$ cat src/rtl/arm_ctrl_pkg.sv
// Shared encodings for the SPU sequencing controller: FSM states, op classes,
// ALU add code and ARM condition codes.
package arm_ctrl_pkg;

    typedef enum logic [2:0] {
        S_FETCH,
        S_DECODE,
        S_EXEC,
        S_SPU_RUN,
        S_WB
    } state_t;

    localparam logic [1:0] OP_DP  = 2'b00;
    localparam logic [1:0] OP_MEM = 2'b01;
    localparam logic [1:0] OP_BR  = 2'b10;
    localparam logic [1:0] OP_SPU = 2'b11;

    localparam logic [3:0] ALU_ADD = 4'b0100;

    localparam logic [3:0] COND_EQ = 4'b0000;
    localparam logic [3:0] COND_NE = 4'b0001;
    localparam logic [3:0] COND_CS = 4'b0010;
    localparam logic [3:0] COND_CC = 4'b0011;
    localparam logic [3:0] COND_MI = 4'b0100;
    localparam logic [3:0] COND_PL = 4'b0101;
    localparam logic [3:0] COND_VS = 4'b0110;
    localparam logic [3:0] COND_VC = 4'b0111;
    localparam logic [3:0] COND_HI = 4'b1000;
    localparam logic [3:0] COND_LS = 4'b1001;
    localparam logic [3:0] COND_GE = 4'b1010;
    localparam logic [3:0] COND_LT = 4'b1011;
    localparam logic [3:0] COND_GT = 4'b1100;
    localparam logic [3:0] COND_LE = 4'b1101;
    localparam logic [3:0] COND_AL = 4'b1110;
    localparam logic [3:0] COND_NV = 4'b1111;

    localparam int unsigned CNT_W = 4;

    // CMP (1010) and CMN (1011) only set flags and never write a register.
    function automatic logic is_cmp_funct(input logic [3:0] funct);
        return funct[3:1] == 3'b101;
    endfunction

endpackage

$ cat src/rtl/cond_check.sv
// ARM condition-code evaluation against the {N,Z,C,V} flags register.
module cond_check
    import arm_ctrl_pkg::*;
(
    input  logic [3:0] i_cond,
    input  logic [3:0] i_flags,
    output logic       o_pass_c
);

    logic w_n, w_z, w_c, w_v;

    assign {w_n, w_z, w_c, w_v} = i_flags;

    always_comb begin
        o_pass_c = 1'b0;
        case (i_cond)
            COND_EQ: o_pass_c = w_z;
            COND_NE: o_pass_c = !w_z;
            COND_CS: o_pass_c = w_c;
            COND_CC: o_pass_c = !w_c;
            COND_MI: o_pass_c = w_n;
            COND_PL: o_pass_c = !w_n;
            COND_VS: o_pass_c = w_v;
            COND_VC: o_pass_c = !w_v;
            COND_HI: o_pass_c = w_c && !w_z;
            COND_LS: o_pass_c = !w_c || w_z;
            COND_GE: o_pass_c = (w_n == w_v);
            COND_LT: o_pass_c = (w_n != w_v);
            COND_GT: o_pass_c = !w_z && (w_n == w_v);
            COND_LE: o_pass_c = w_z || (w_n != w_v);
            COND_AL: o_pass_c = 1'b1;
            COND_NV: o_pass_c = 1'b0;
            default: o_pass_c = 1'b0;
        endcase
    end

endmodule

$ cat src/rtl/spu_seq_controller.sv
// Multi-cycle ARM-style controller with an SPU pipeline stall; every output is
// registered from the next state, so it is valid for the whole state it belongs to.
module spu_seq_controller
    import arm_ctrl_pkg::*;
#(
    parameter int unsigned SPU_CYCLES = 4
) (
    input  logic        clk,
    input  logic        reset,
    input  logic [31:0] Instruction,
    input  logic [3:0]  ALUFlags,
    output logic        PCEn,
    output logic        PCSrc,
    output logic        RegWrite,
    output logic        ALUSrc,
    output logic        MemtoReg,
    output logic [1:0]  RegSrc,
    output logic [1:0]  ImmSrc,
    output logic [3:0]  ALUControl,
    output logic [11:0] SPUCode,
    output logic        busy
);

    state_t           r_state;
    state_t           w_state_nxt;
    logic [CNT_W-1:0] r_cnt;
    logic [3:0]       r_flags;
    logic             r_pcen, r_pcsrc, r_regwrite, r_alusrc, r_memtoreg, r_busy;
    logic [1:0]       r_regsrc, r_immsrc;
    logic [3:0]       r_aluctl;
    logic [11:0]      r_spucode;

    logic w_is_dp, w_is_mem, w_is_br, w_is_spu, w_is_cmp;
    logic w_pass, w_last, w_active, w_in_spu;
    logic [3:0] w_aluctl;
    logic [1:0] w_immsrc;
    logic w_alusrc;
    logic w_unused;

    // Register-number fields are consumed by the datapath, not the controller.
    assign w_unused = ^Instruction[19:12];

    assign w_is_dp  = (Instruction[27:26] == OP_DP);
    assign w_is_mem = (Instruction[27:26] == OP_MEM);
    assign w_is_br  = (Instruction[27:26] == OP_BR);
    assign w_is_spu = (Instruction[27:26] == OP_SPU);
    assign w_is_cmp = w_is_dp && is_cmp_funct(Instruction[24:21]);
    assign w_last   = (r_cnt == CNT_W'(SPU_CYCLES - 1));

    assign w_aluctl = w_is_dp ? Instruction[24:21] : ALU_ADD;
    assign w_alusrc = w_is_dp ? Instruction[25] : (w_is_mem || w_is_br);
    assign w_immsrc = w_is_mem ? 2'b01 : (w_is_br ? 2'b10 : 2'b00);

    cond_check u_cond (
        .i_cond   (Instruction[31:28]),
        .i_flags  (r_flags),
        .o_pass_c (w_pass)
    );

    always_comb begin
        w_state_nxt = r_state;
        case (r_state)
            S_FETCH:   w_state_nxt = S_DECODE;
            S_DECODE: begin
                if (!w_pass)       w_state_nxt = S_FETCH;
                else if (w_is_spu) w_state_nxt = S_SPU_RUN;
                else               w_state_nxt = S_EXEC;
            end
            S_EXEC:    w_state_nxt = w_is_br ? S_FETCH : S_WB;
            S_SPU_RUN: if (w_last) w_state_nxt = S_WB;
            S_WB:      w_state_nxt = S_FETCH;
            default:   w_state_nxt = S_FETCH;
        endcase
    end

    assign w_active = (w_state_nxt != S_FETCH);
    assign w_in_spu = w_is_spu && (w_state_nxt == S_SPU_RUN || w_state_nxt == S_WB);

    always_ff @(posedge clk) begin
        if (reset) begin
            r_state    <= S_FETCH;
            r_cnt      <= '0;
            r_flags    <= '0;
            r_pcen     <= 1'b0;
            r_pcsrc    <= 1'b0;
            r_regwrite <= 1'b0;
            r_alusrc   <= 1'b0;
            r_memtoreg <= 1'b0;
            r_regsrc   <= '0;
            r_immsrc   <= '0;
            r_aluctl   <= '0;
            r_spucode  <= '0;
            r_busy     <= 1'b0;
        end else begin
            r_state <= w_state_nxt;
            // Counter runs only inside SPU_RUN, so it is zero on every entry.
            r_cnt   <= (r_state == S_SPU_RUN && !w_last) ? r_cnt + CNT_W'(1) : '0;
            if (r_state == S_EXEC && w_is_dp && Instruction[20] && w_pass)
                r_flags <= ALUFlags;
            r_pcen     <= (w_state_nxt == S_FETCH) || (w_state_nxt == S_EXEC && w_is_br);
            r_pcsrc    <= (w_state_nxt == S_EXEC) && w_is_br;
            r_regwrite <= (w_state_nxt == S_WB) && !w_is_cmp;
            r_memtoreg <= w_in_spu;
            r_spucode  <= w_in_spu ? Instruction[11:0] : 12'h000;
            r_busy     <= w_active;
            r_aluctl   <= w_active ? w_aluctl : 4'h0;
            r_alusrc   <= w_active && w_alusrc;
            r_immsrc   <= w_active ? w_immsrc : 2'b00;
            r_regsrc   <= w_active ? {w_is_mem, w_is_br} : 2'b00;
        end
    end

    assign PCEn       = r_pcen;
    assign PCSrc      = r_pcsrc;
    assign RegWrite   = r_regwrite;
    assign ALUSrc     = r_alusrc;
    assign MemtoReg   = r_memtoreg;
    assign RegSrc     = r_regsrc;
    assign ImmSrc     = r_immsrc;
    assign ALUControl = r_aluctl;
    assign SPUCode    = r_spucode;
    assign busy       = r_busy;

endmodule
$ cat config.mk
export PLATFORM = sky130hd
export DESIGN_NAME = spu_seq_controller
export DESIGN_NICKNAME = d
export VERILOG_FILES = /design/src/rtl/arm_ctrl_pkg.sv /design/src/rtl/cond_check.sv /design/src/rtl/spu_seq_controller.sv
export SDC_FILE = /design/constraint.sdc
export NUM_CORES = 1
export LEC_CHECK = 0
export CAP_MARGIN = 40
export CORE_MARGIN = 3
export CORE_UTILIZATION = 45
export CTS_CLUSTER_DIAMETER = 60
export DETAILED_ROUTE_END_ITERATION = 12
export MAX_ROUTING_LAYER = met4
export PLACE_DENSITY = 0.84
export SKIP_LAST_GASP = 1
export SYNTH_ARGS = -nofsm -noshare
export SYNTH_HDL_FRONTEND = slang
export SYNTH_HIERARCHICAL = 1
export SYNTH_SLANG_ARGS = --single-unit
$ cat constraint.sdc
create_clock -name clk -period 6.7 [get_ports clk]
set_clock_uncertainty 0.1 [all_clocks]
set_input_delay 0.67 -clock clk [delete_from_list [all_inputs] [get_ports clk]]
set_output_delay 0.67 -clock clk [all_outputs]
set_load 0.05 [all_outputs]
==> flow_metrics.tcl, run 1 <==
set metrics [dict create \
    antenna_found_initial 0 \
    hpwl_um 2550 \
    crit_chain "clkdlybuf4s50_1 > nor2b_1 > a211oi_1 > a2111oi_1 > a311oi_1 > o22ai_1 > o21ai_2 > a2111oi_4 > and2_2" \
    numCtsBuffers 5 \
    synth.most_common_cell "dfxtp_1" \
    worstMarginPinSlew_ns 0.611 \
    synth-seq-cells 36 \
    initial_core_util_pct 48.2 \
    synth_ff_type "dfxtp_1" \
    placed_area_um2 2050 \
    avgSynthCellArea_um2 10.2 \
    cpPeakStageDelay_ns 0.66 \
    final_util_pct 69.2 \
    grt_pass1_vias 1198 \
    synth_area_um2 1500 \
    via_per_inst 4.86 \
    grt_usage_pct 18.1 \
    path_class "input port to register" \
    worstPathRequired_ns 6.89 \
    synth_common_cells "36 x dfxtp_1, 11 x and2_1, 11 x nand2b_1" \
    fill_cells 268 \
    drc_errors 0 \
    hold_viol 0 \
    port_buffers 55 \
    crit_path_top_delay_cell "clkdlybuf4s50_1" \
    die_h_um 63.6 \
    die_width_um 63.6 \
    area_delta_synth_final_pct 43.5 \
    clk_latency_ns 0.34 \
    drtIter0Drc 67 \
    ys_seq_area_share_pct 48.2 \
    clockRootBuffer "clkbuf_4" \
    cts_tree "built" \
    grt_setup_unrepaired "false" \
    htreeDepth 2 \
    design.core.area_um2 3100 \
    hold_class "register to register" \
    numClockSinks 36 \
    relSlewSlack_pct 59.3 \
    peakVddDrop_mv 0.202 \
    vias 1200 \
    fin_tns_setup_ns 0 \
    regArea_um2 721 \
    synth_top_cell_by_area "dfxtp_1" \
    setup_violations 0 \
    whs_ns 0.369 \
    wl_per_cell_um 13.5 \
    powerDensity_nw_per_um2 222 \
    cts.repair.resized 0 \
    ys_async_sr_fraction_pct 0 \
    synth-edff-count 0 \
    clk_path_buf_depth 2 \
    design_area_um2 2150 \
    slew_viol_final 0 \
    fin_crit_sh_pct 50.8 \
    grt_max_degree 15 \
    multi_input_area_um2 694 \
    synth_top_area_share_pct 48.2 \
    totalWireLength_um 3330 \
    place_congestion 0.809 \
    row_count 20 \
    antennaDiodeCount 0 \
    status "completed" \
    drtPass1Iterations 5 \
    detail-route-antenna-nets 0 \
    finalCriticalPeriod_ns 3.40 \
    crit_path_max_fanout 13 \
    max_freq_mhz 294 \
    cp-end-kind "register" \
    synth_cell_types 43 \
    power.leakage_nw 0.833 \
    die_area_um2 4050 \
    maxCapViolCount 0 \
    drive_above_1_share_pct 8.37 \
    hold_buffers 0 \
    worstPathArrival_ns 3.59 \
    synth_nets 190 \
    ios 64 \
    grt-ovfl-total 0 \
    synth_cells 147 \
    cts_setup_buffers 0 \
    clkTransAtPathRegs_ns 0.10 \
    grt_pass1_wl_um 5380 \
    synthTopCellsByArea "dfxtp_1 48%, and2_1 4.6%, nand2b_1 4.6%" \
    ys_warn_count 6 \
    finalNetCount 245 \
    startpoint_type "input port" \
]
[worst max-delay path: cells and delay by family]
kind,cells,cell delay (ns)
and+or+nand+nor,2,0.44
buffers and inverters,1,0.66
AOI/OAI and AO/OA,6,1.83
[cells in the final DEF (no fill, tap or decap), drive strengths merged, types with 2 or more instances in the layout]
| cell type | n |
|---|---|
| clkdlybuf4s50 | 55 |
| dfxtp | 36 |
| and2 | 15 |
| nand2b | 11 |
| inv | 8 |
| nor2 | 8 |
| a21oi | 7 |
| clkbuf | 7 |
| mux2i | 6 |
| nand2 | 5 |
| ha | 5 |
| xor2 | 4 |
| and3 | 3 |
| nor2b | 3 |
| nor3 | 3 |
| a2111oi | 3 |
| nor4 | 2 |
| xnor2 | 2 |
| or3b | 2 |
| o21ai | 2 |
[flip-flops by register name, summed over array words and instances (netlist names)]
name        flops
ALUControl      4
ALUSrc          1
ImmSrc          1
MemtoReg        1
PCEn            1
PCSrc           1
RegSrc          2
RegWrite        1
SPUCode        12
busy            1
r_cnt           4
r_flags         4
r_state         3
[kinds of logic (layout without fill, tap and decap cells)]
logic type               Yosys count  count (layout)  synth area share [%]
AND/OR/NAND/NOR                   60              60                  24.4
flip-flops                        36              36                  48.2
XOR/XNOR                           6               6                  3.51
adder cells (fa/ha/maj)            5               5                  4.18
multiplexers                       6               6                  4.02
buffers and inverters             15              71                  5.36
AO/OA/AOI/OAI                     19              19                  10.4
[metal layers]
metal  wire length, um  track usage (%)
met1              1300             17.6
met2              1790             31.3
met3               160             6.77
met4                73             8.89
met5                 0                -
[area by class of cell]
cell class	count	area share, %
Inverter	8	1.40
Clock buffer	7	3.03
Multi-Input combinational cell	96	32.4
Timing Repair Buffer	55	25.7
Tap cell	44	2.57
Sequential cell	36	33.6
Clock inverter	1	1.40
[path summary, 6_finish.rpt]
check                                     start         end  slack [ns]  cells after the start
worst max-delay path            Instruction[28]  SPUCode[5]        3.30                      9
worst min-delay path                   r_cnt[0]    r_cnt[0]        0.37                      1
worst max register to register       r_flags[0]  SPUCode[5]        3.70                      8
worst min register to register         r_cnt[0]    r_cnt[0]        0.37                      1
[power by group]
group	internal [mW]	switching, mW	leakage [nW]
registers	0.221	0.00499	0.292
logic	0.0359	0.0428	0.489
clock network	0.0990	0.0722	0.0515
total	0.356	0.120	0.833
[stage by stage]
stage | power [mW] | std cells | setup WS [ns]
after floorplan | 0.278 | 147 | 3.97
after global placement | 0.307 | 239 | 3.18
after detailed placement | 0.310 | 239 | 2.96
after CTS | 0.479 | 247 | 3.33
after global routing | 0.494 | 247 | 3.13
final | 0.476 | 247 | 3.30
Note: power is estimated with default switching activity, not from simulation.
==> run 2: changes to the inputs <==
--- a/config.mk
+++ b/config.mk
@@ -7,11 +7,11 @@
 export LEC_CHECK = 0
 export CAP_MARGIN = 40
 export CORE_MARGIN = 3
-export CORE_UTILIZATION = 45
+export CORE_UTILIZATION = 37
 export CTS_CLUSTER_DIAMETER = 60
 export DETAILED_ROUTE_END_ITERATION = 12
 export MAX_ROUTING_LAYER = met4
-export PLACE_DENSITY = 0.84
+export PLACE_DENSITY = 0.74
 export SKIP_LAST_GASP = 1
 export SYNTH_ARGS = -nofsm -noshare
 export SYNTH_HDL_FRONTEND = slang
==> constraint.sdc (replaced) <==
create_clock -name clk -period 2.9 [get_ports clk]
set_clock_uncertainty 0.1 [all_clocks]
set_input_delay 0.29 -clock clk [delete_from_list [all_inputs] [get_ports clk]]
set_output_delay 0.29 -clock clk [all_outputs]
set_load 0.05 [all_outputs]
==> run 2 against run 1 <==
  * Critical path depth up 1
  * Global-route usage down 4.1 points
  * First-iteration DRC count down 58%
  * Setup slack worse by 3.0 ns
  * Critical path type unchanged
  * Largest cell class unchanged
  * Highest routed layer unchanged
==> flow_metrics.tcl, run 2 (synthesis results as in run 1) <==
set metrics [dict create \
    status "completed" \
    worstMarginPinSlew_ns 0.525 \
    post-place-ws_ns -0.0130 \
    maxCapViolCount 0 \
    die_area_um2 4840 \
    crit_chain "clkdlybuf4s50_1 > nor2b_1 > a211oi_1 > a2111oi_1 > a311oi_1 > o22ai_1 > buf_4 > inv_1 > nor3_4 > mux2i_1" \
    hold_viol 0 \
    cts_tree "built" \
    cp_top_family "buffers and inverters" \
    path_class "input port to register" \
    worst-path-buf-inv 3 \
    powerDensity_nw_per_um2 495 \
    power.leakage_nw 0.845 \
    hold_class "register to register" \
    antenna_found_initial 0 \
    clockRootBuffer "clkbuf_8" \
    numCtsBuffers 5 \
    design_area_um2 2180 \
    antennaDiodeCount 0 \
    totalWireLength_um 3210 \
    crit_path_max_fanout 6 \
    finalCriticalPeriod_ns 2.61 \
    port_buffers 55 \
    hpwl_um 2450 \
    setup_violations 0 \
    layout_common_cells "55 x clkdlybuf4s50_1, 36 x dfxtp_1, 11 x nand2b_1, 11 x and2_1" \
    peakVddDrop_mv 0.337 \
    cp-end-kind "register" \
    finalNetCount 248 \
    vias 1192 \
    final_common_cell "clkdlybuf4s50_1" \
    row_count 22 \
    fin_tns_setup_ns 0 \
    initial_core_util_pct 39.6 \
    ios 64 \
    place_congestion 0.763 \
    grt-ovfl-total 0 \
    worstPathArrival_ns 2.72 \
    grt_setup_unrepaired "false" \
    via_per_inst 4.71 \
    max_freq_mhz 382 \
    slew_viol_final 0 \
    crit_path_top_delay_cell "clkdlybuf4s50_1" \
    drtPass1Iterations 4 \
    clkTransAtPathRegs_ns 0.07 \
    detail-route-antenna-nets 0 \
    drtIter0Drc 28 \
    startpoint_type "input port" \
    placed_area_um2 2080 \
    worstPathRequired_ns 3.00 \
    drive_above_1_share_pct 9.27 \
    htreeDepth 2 \
    grt_usage_pct 14.0 \
    numClockSinks 36 \
    clk_path_buf_depth 2 \
    grt_pass1_wl_um 5330 \
    die_h_um 69.6 \
    die_width_um 69.6 \
    relSlewSlack_pct 64.9 \
    whs_ns 0.356 \
    grt_max_degree 15 \
    cpPeakStageDelay_ns 0.58 \
    timing.final.ws_setup_ns 0.285 \
    fin_crit_sh_pct 90.2 \
    clk_latency_ns 0.28 \
    drc_errors 0 \
    wl_per_cell_um 12.7 \
    area_delta_synth_final_pct 45.9 \
    largest_reg_flops 12 \
    design.core.area_um2 3770 \
    grt_pass1_vias 1211 \
]
## run 2: changes by cell type in the layout (fill, tap and decap cells not counted), sizes merged
cell    change
bufinv      -1
buf         +3
## run 2: layout make-up
cell class              instances  area (um^2)
clock buffers                   7         96.3
fillers                       323         1590
inverters                       8         30.0
multi-input cells              96          701
flip-flops and latches         36          721
well taps                      48         60.1
repair buffers                 58          573
## run 2: power breakdown
part           switching, mW  total, mW  internal, mW
Clock                  0.158      0.369         0.211
Sequential            0.0123      0.523         0.511
Combinational          0.100      0.187        0.0864
## run 2: worst register-to-register path, stage by stage (launching register included)
cell and delay (ns):
dfxtp_1 0.36, xor2_1 0.29, xor2_1 0.12, a2111oi_1 0.49, a311oi_1 0.10, o22ai_1 0.23, buf_4 0.20, inv_1 0.08
nor3_4 0.29, mux2i_1 0.23
## run 2: through the flow
stage | power (mW) | cells | utilization, %
2_1_floorplan | 0.641 | 147 | -
3_3_place_gp | 0.714 | 246 | 55.1
3_5_place_dp | 0.719 | 246 | 55.1
4_1_cts | 1.09 | 253 | 57.7
5_1_grt | 1.13 | 253 | 57.8
6_report | 1.08 | 253 | 57.8
## run 2: layer usage
metal	GRT usage [%]	up-vias	part of all wire (%)
met3	5.36	5	6.4
met2	23.7	35	51
met5	-	-	0
met4	4.12	0	0.68
met1	15.2	547	42
li1	-	605	-
## run 2: repair_timing
item                       CTS  global route
setup buffers                0             0
hold buffers                 0             0
resized for setup            0             1
setup endpoints to repair    0             2
## run 2: path summary, 6_finish.rpt
path	cells after the start	from	to	slack [ns]
worst max-delay path	10	Instruction[28]	r_flags[2]	0.29
worst min-delay path	1	r_cnt[0]	r_cnt[0]	0.36
worst max register to register	9	r_flags[0]	r_flags[2]	0.33
worst min register to register	1	r_cnt[0]	r_cnt[0]	0.36
==> run 3: changes to the inputs <==
--- a/config.mk
+++ b/config.mk
@@ -7,11 +7,11 @@
 export LEC_CHECK = 0
 export CAP_MARGIN = 40
 export CORE_MARGIN = 3
-export CORE_UTILIZATION = 37
+export CORE_UTILIZATION = 41
 export CTS_CLUSTER_DIAMETER = 60
 export DETAILED_ROUTE_END_ITERATION = 12
 export MAX_ROUTING_LAYER = met4
-export PLACE_DENSITY = 0.74
+export PLACE_DENSITY = 0.78
 export SKIP_LAST_GASP = 1
 export SYNTH_ARGS = -nofsm -noshare
 export SYNTH_HDL_FRONTEND = slang
==> constraint.sdc (replaced) <==
create_clock -name clk -period 2.48 [get_ports clk]
set_clock_uncertainty 0.1 [all_clocks]
set_input_delay 0.248 -clock clk [delete_from_list [all_inputs] [get_ports clk]]
set_output_delay 0.248 -clock clk [all_outputs]
set_load 0.05 [all_outputs]
==> run 3 against run 2 <==
  * Register-to-register slack got worse by 0.22 ns
  * Clock power fell by 11%
  * Count of clock-buffer cells in the layout fell by 1
  * First-iteration DRC count rose by 120%
  * Critical path depth fell by 1
  * Largest power group unchanged
==> flow_metrics.tcl, run 3 (synthesis results as in run 1) <==
set metrics [dict create \
    status "completed" \
    finalNetCount 253 \
    instances_no_fill 257 \
    crit_chain "xor2_2 > xor2_1 > a2111oi_2 > a311oi_1 > o22ai_1 > o21ai_2 > a2111oi_4 > buf_6 > and2_1" \
    die_area_um2 4410 \
    relSlewSlack_pct 65.5 \
    numClockSinks 36 \
    htreeDepth 2 \
    setup_violations 0 \
    area_delta_synth_final_pct 46.9 \
    worstPathArrival_ns 2.55 \
    p_switching_mw 0.331 \
    internal_power_mw 0.840 \
    clkTransAtPathRegs_ns 0.11 \
    fin_crit_sh_pct 95.6 \
    whs_ns 0.358 \
    drc_errors 0 \
    hold_viol 0 \
    p_comb_share_pct 19.6 \
    detail-route-antenna-nets 0 \
    startpoint_type "register" \
    cts_tree "built" \
    placed_area_um2 2110 \
    largest_reg_flops 12 \
    design.core.area_um2 3420 \
    hold_class "register to register" \
    clockRootBuffer "clkbuf_4" \
    peakVddDrop_mv 0.385 \
    layout_common_cells "54 x clkdlybuf4s50_1, 34 x dfxtp_1, 11 x nand2b_1, 11 x and2_1" \
    drtPass1Iterations 4 \
    path_class "register to register" \
    antennaDiodeCount 0 \
    fin_tns_setup_ns 0 \
    hpwl_um 2690 \
    ios 64 \
    cts_setup_buffers 0 \
    design_area_um2 2200 \
    power.leakage_nw 0.871 \
    grt_usage_pct 16.8 \
    drive_above_1_share_pct 13.7 \
    powerDensity_nw_per_um2 533 \
    clk_latency_ns 0.34 \
    worstMarginPinSlew_ns 0.516 \
    clk_path_buf_depth 2 \
    port_buffers 55 \
    grt_max_degree 15 \
    grt_pass1_wl_um 5420 \
    place_congestion 0.720 \
    seqPwrFrac_pct 52.2 \
    cpPeakStageDelay_ns 0.42 \
    maxCapViolCount 0 \
    totalWireLength_um 3530 \
    row_count 21 \
    swShare_pct 28.3 \
    clock_power_share_pct 28.1 \
    dp_cells 249 \
    crit_path_max_fanout 13 \
    numCtsBuffers 5 \
    drtIter0Drc 62 \
    max_freq_mhz 422 \
    grt_pass1_vias 1264 \
    slew_viol_final 0 \
    finalCriticalPeriod_ns 2.37 \
    wl_per_cell_um 13.7 \
    via_per_inst 4.83 \
    final_util_pct 64.3 \
    die_width_um 66.4 \
    crit_path_top_delay_cell "a2111oi_2" \
    worstPathRequired_ns 2.66 \
    cp-end-kind "register" \
    die_h_um 66.4 \
    vias 1241 \
    final_common_cell "clkdlybuf4s50_1" \
    grt-ovfl-total 0 \
    initial_core_util_pct 43.8 \
    antenna_found_initial 0 \
]
run 3: what timing repair did:
action | 4_1_cts | 5_1_grt
hold buffers | 0 | 0
gates resized for setup | 0 | 6
setup endpoints to repair | 0 | 19
run 3: worst paths after layout:
path                            startpoint         end  slack (ns)  cells after the start
worst max register to register  r_flags[3]  SPUCode[3]        0.11                      9
worst min register to register    r_cnt[0]    r_cnt[0]        0.36                      1
worst min-delay path              r_cnt[0]    r_cnt[0]        0.36                      1
worst max-delay path            r_flags[3]  SPUCode[3]        0.11                      9
run 3: final cells by class:
type / count / area (um^2)
fillers: 293 / 1220
flip-flops and latches: 36 / 723
multi-input cells: 96 / 707
repair buffers: 63 / 617
well taps: 46 / 57.6
clock buffers: 6 / 51.3
inverters: 8 / 30.0
clock inverters: 2 / 10.0
run 3: worst max-delay path: cells and delay by family, from the launching register on:
family | cells | cell delay [ns]
buf+inv | 1 | 0.18
simple gates | 1 | 0.14
flops | 1 | 0.36
xor+xnor | 2 | 0.35
compound gates | 5 | 1.21
run 3: routing by layer:
| layer | vias up | global-route usage [%] | wire [um] | part of all wire [%] |
|---|---|---|---|---|
| met1 | 577 | 17.8 | 1410 | 40 |
| li1 | 616 | - | - | - |
| met4 | 0 | 7.87 | 85 | 2.4 |
| met2 | 38 | 28.9 | 1870 | 53 |
| met5 | - | - | 0 | 0 |
| met3 | 10 | 4.59 | 165 | 4.7 |
run 3: per-stage QoR:
step	setup slack [ns]	power [mW]
2_1_floorplan	0.0649	0.750
3_3_place_gp	-0.140	0.842
3_5_place_dp	-0.326	0.852
4_1_cts	0.0317	1.18
5_1_grt	-0.0279	1.22
6_report	0.110	1.17
run 3: power by group through the flow:
stage | sequential, mW | clock, mW | combinational [mW]
global placement | 0.623 | 0 | 0.219
finish | 0.611 | 0.329 | 0.230
floorplan | 0.668 | 0 | 0.0824
CTS | 0.611 | 0.340 | 0.229
detailed placement | 0.624 | 0 | 0.228
global route | 0.614 | 0.359 | 0.244
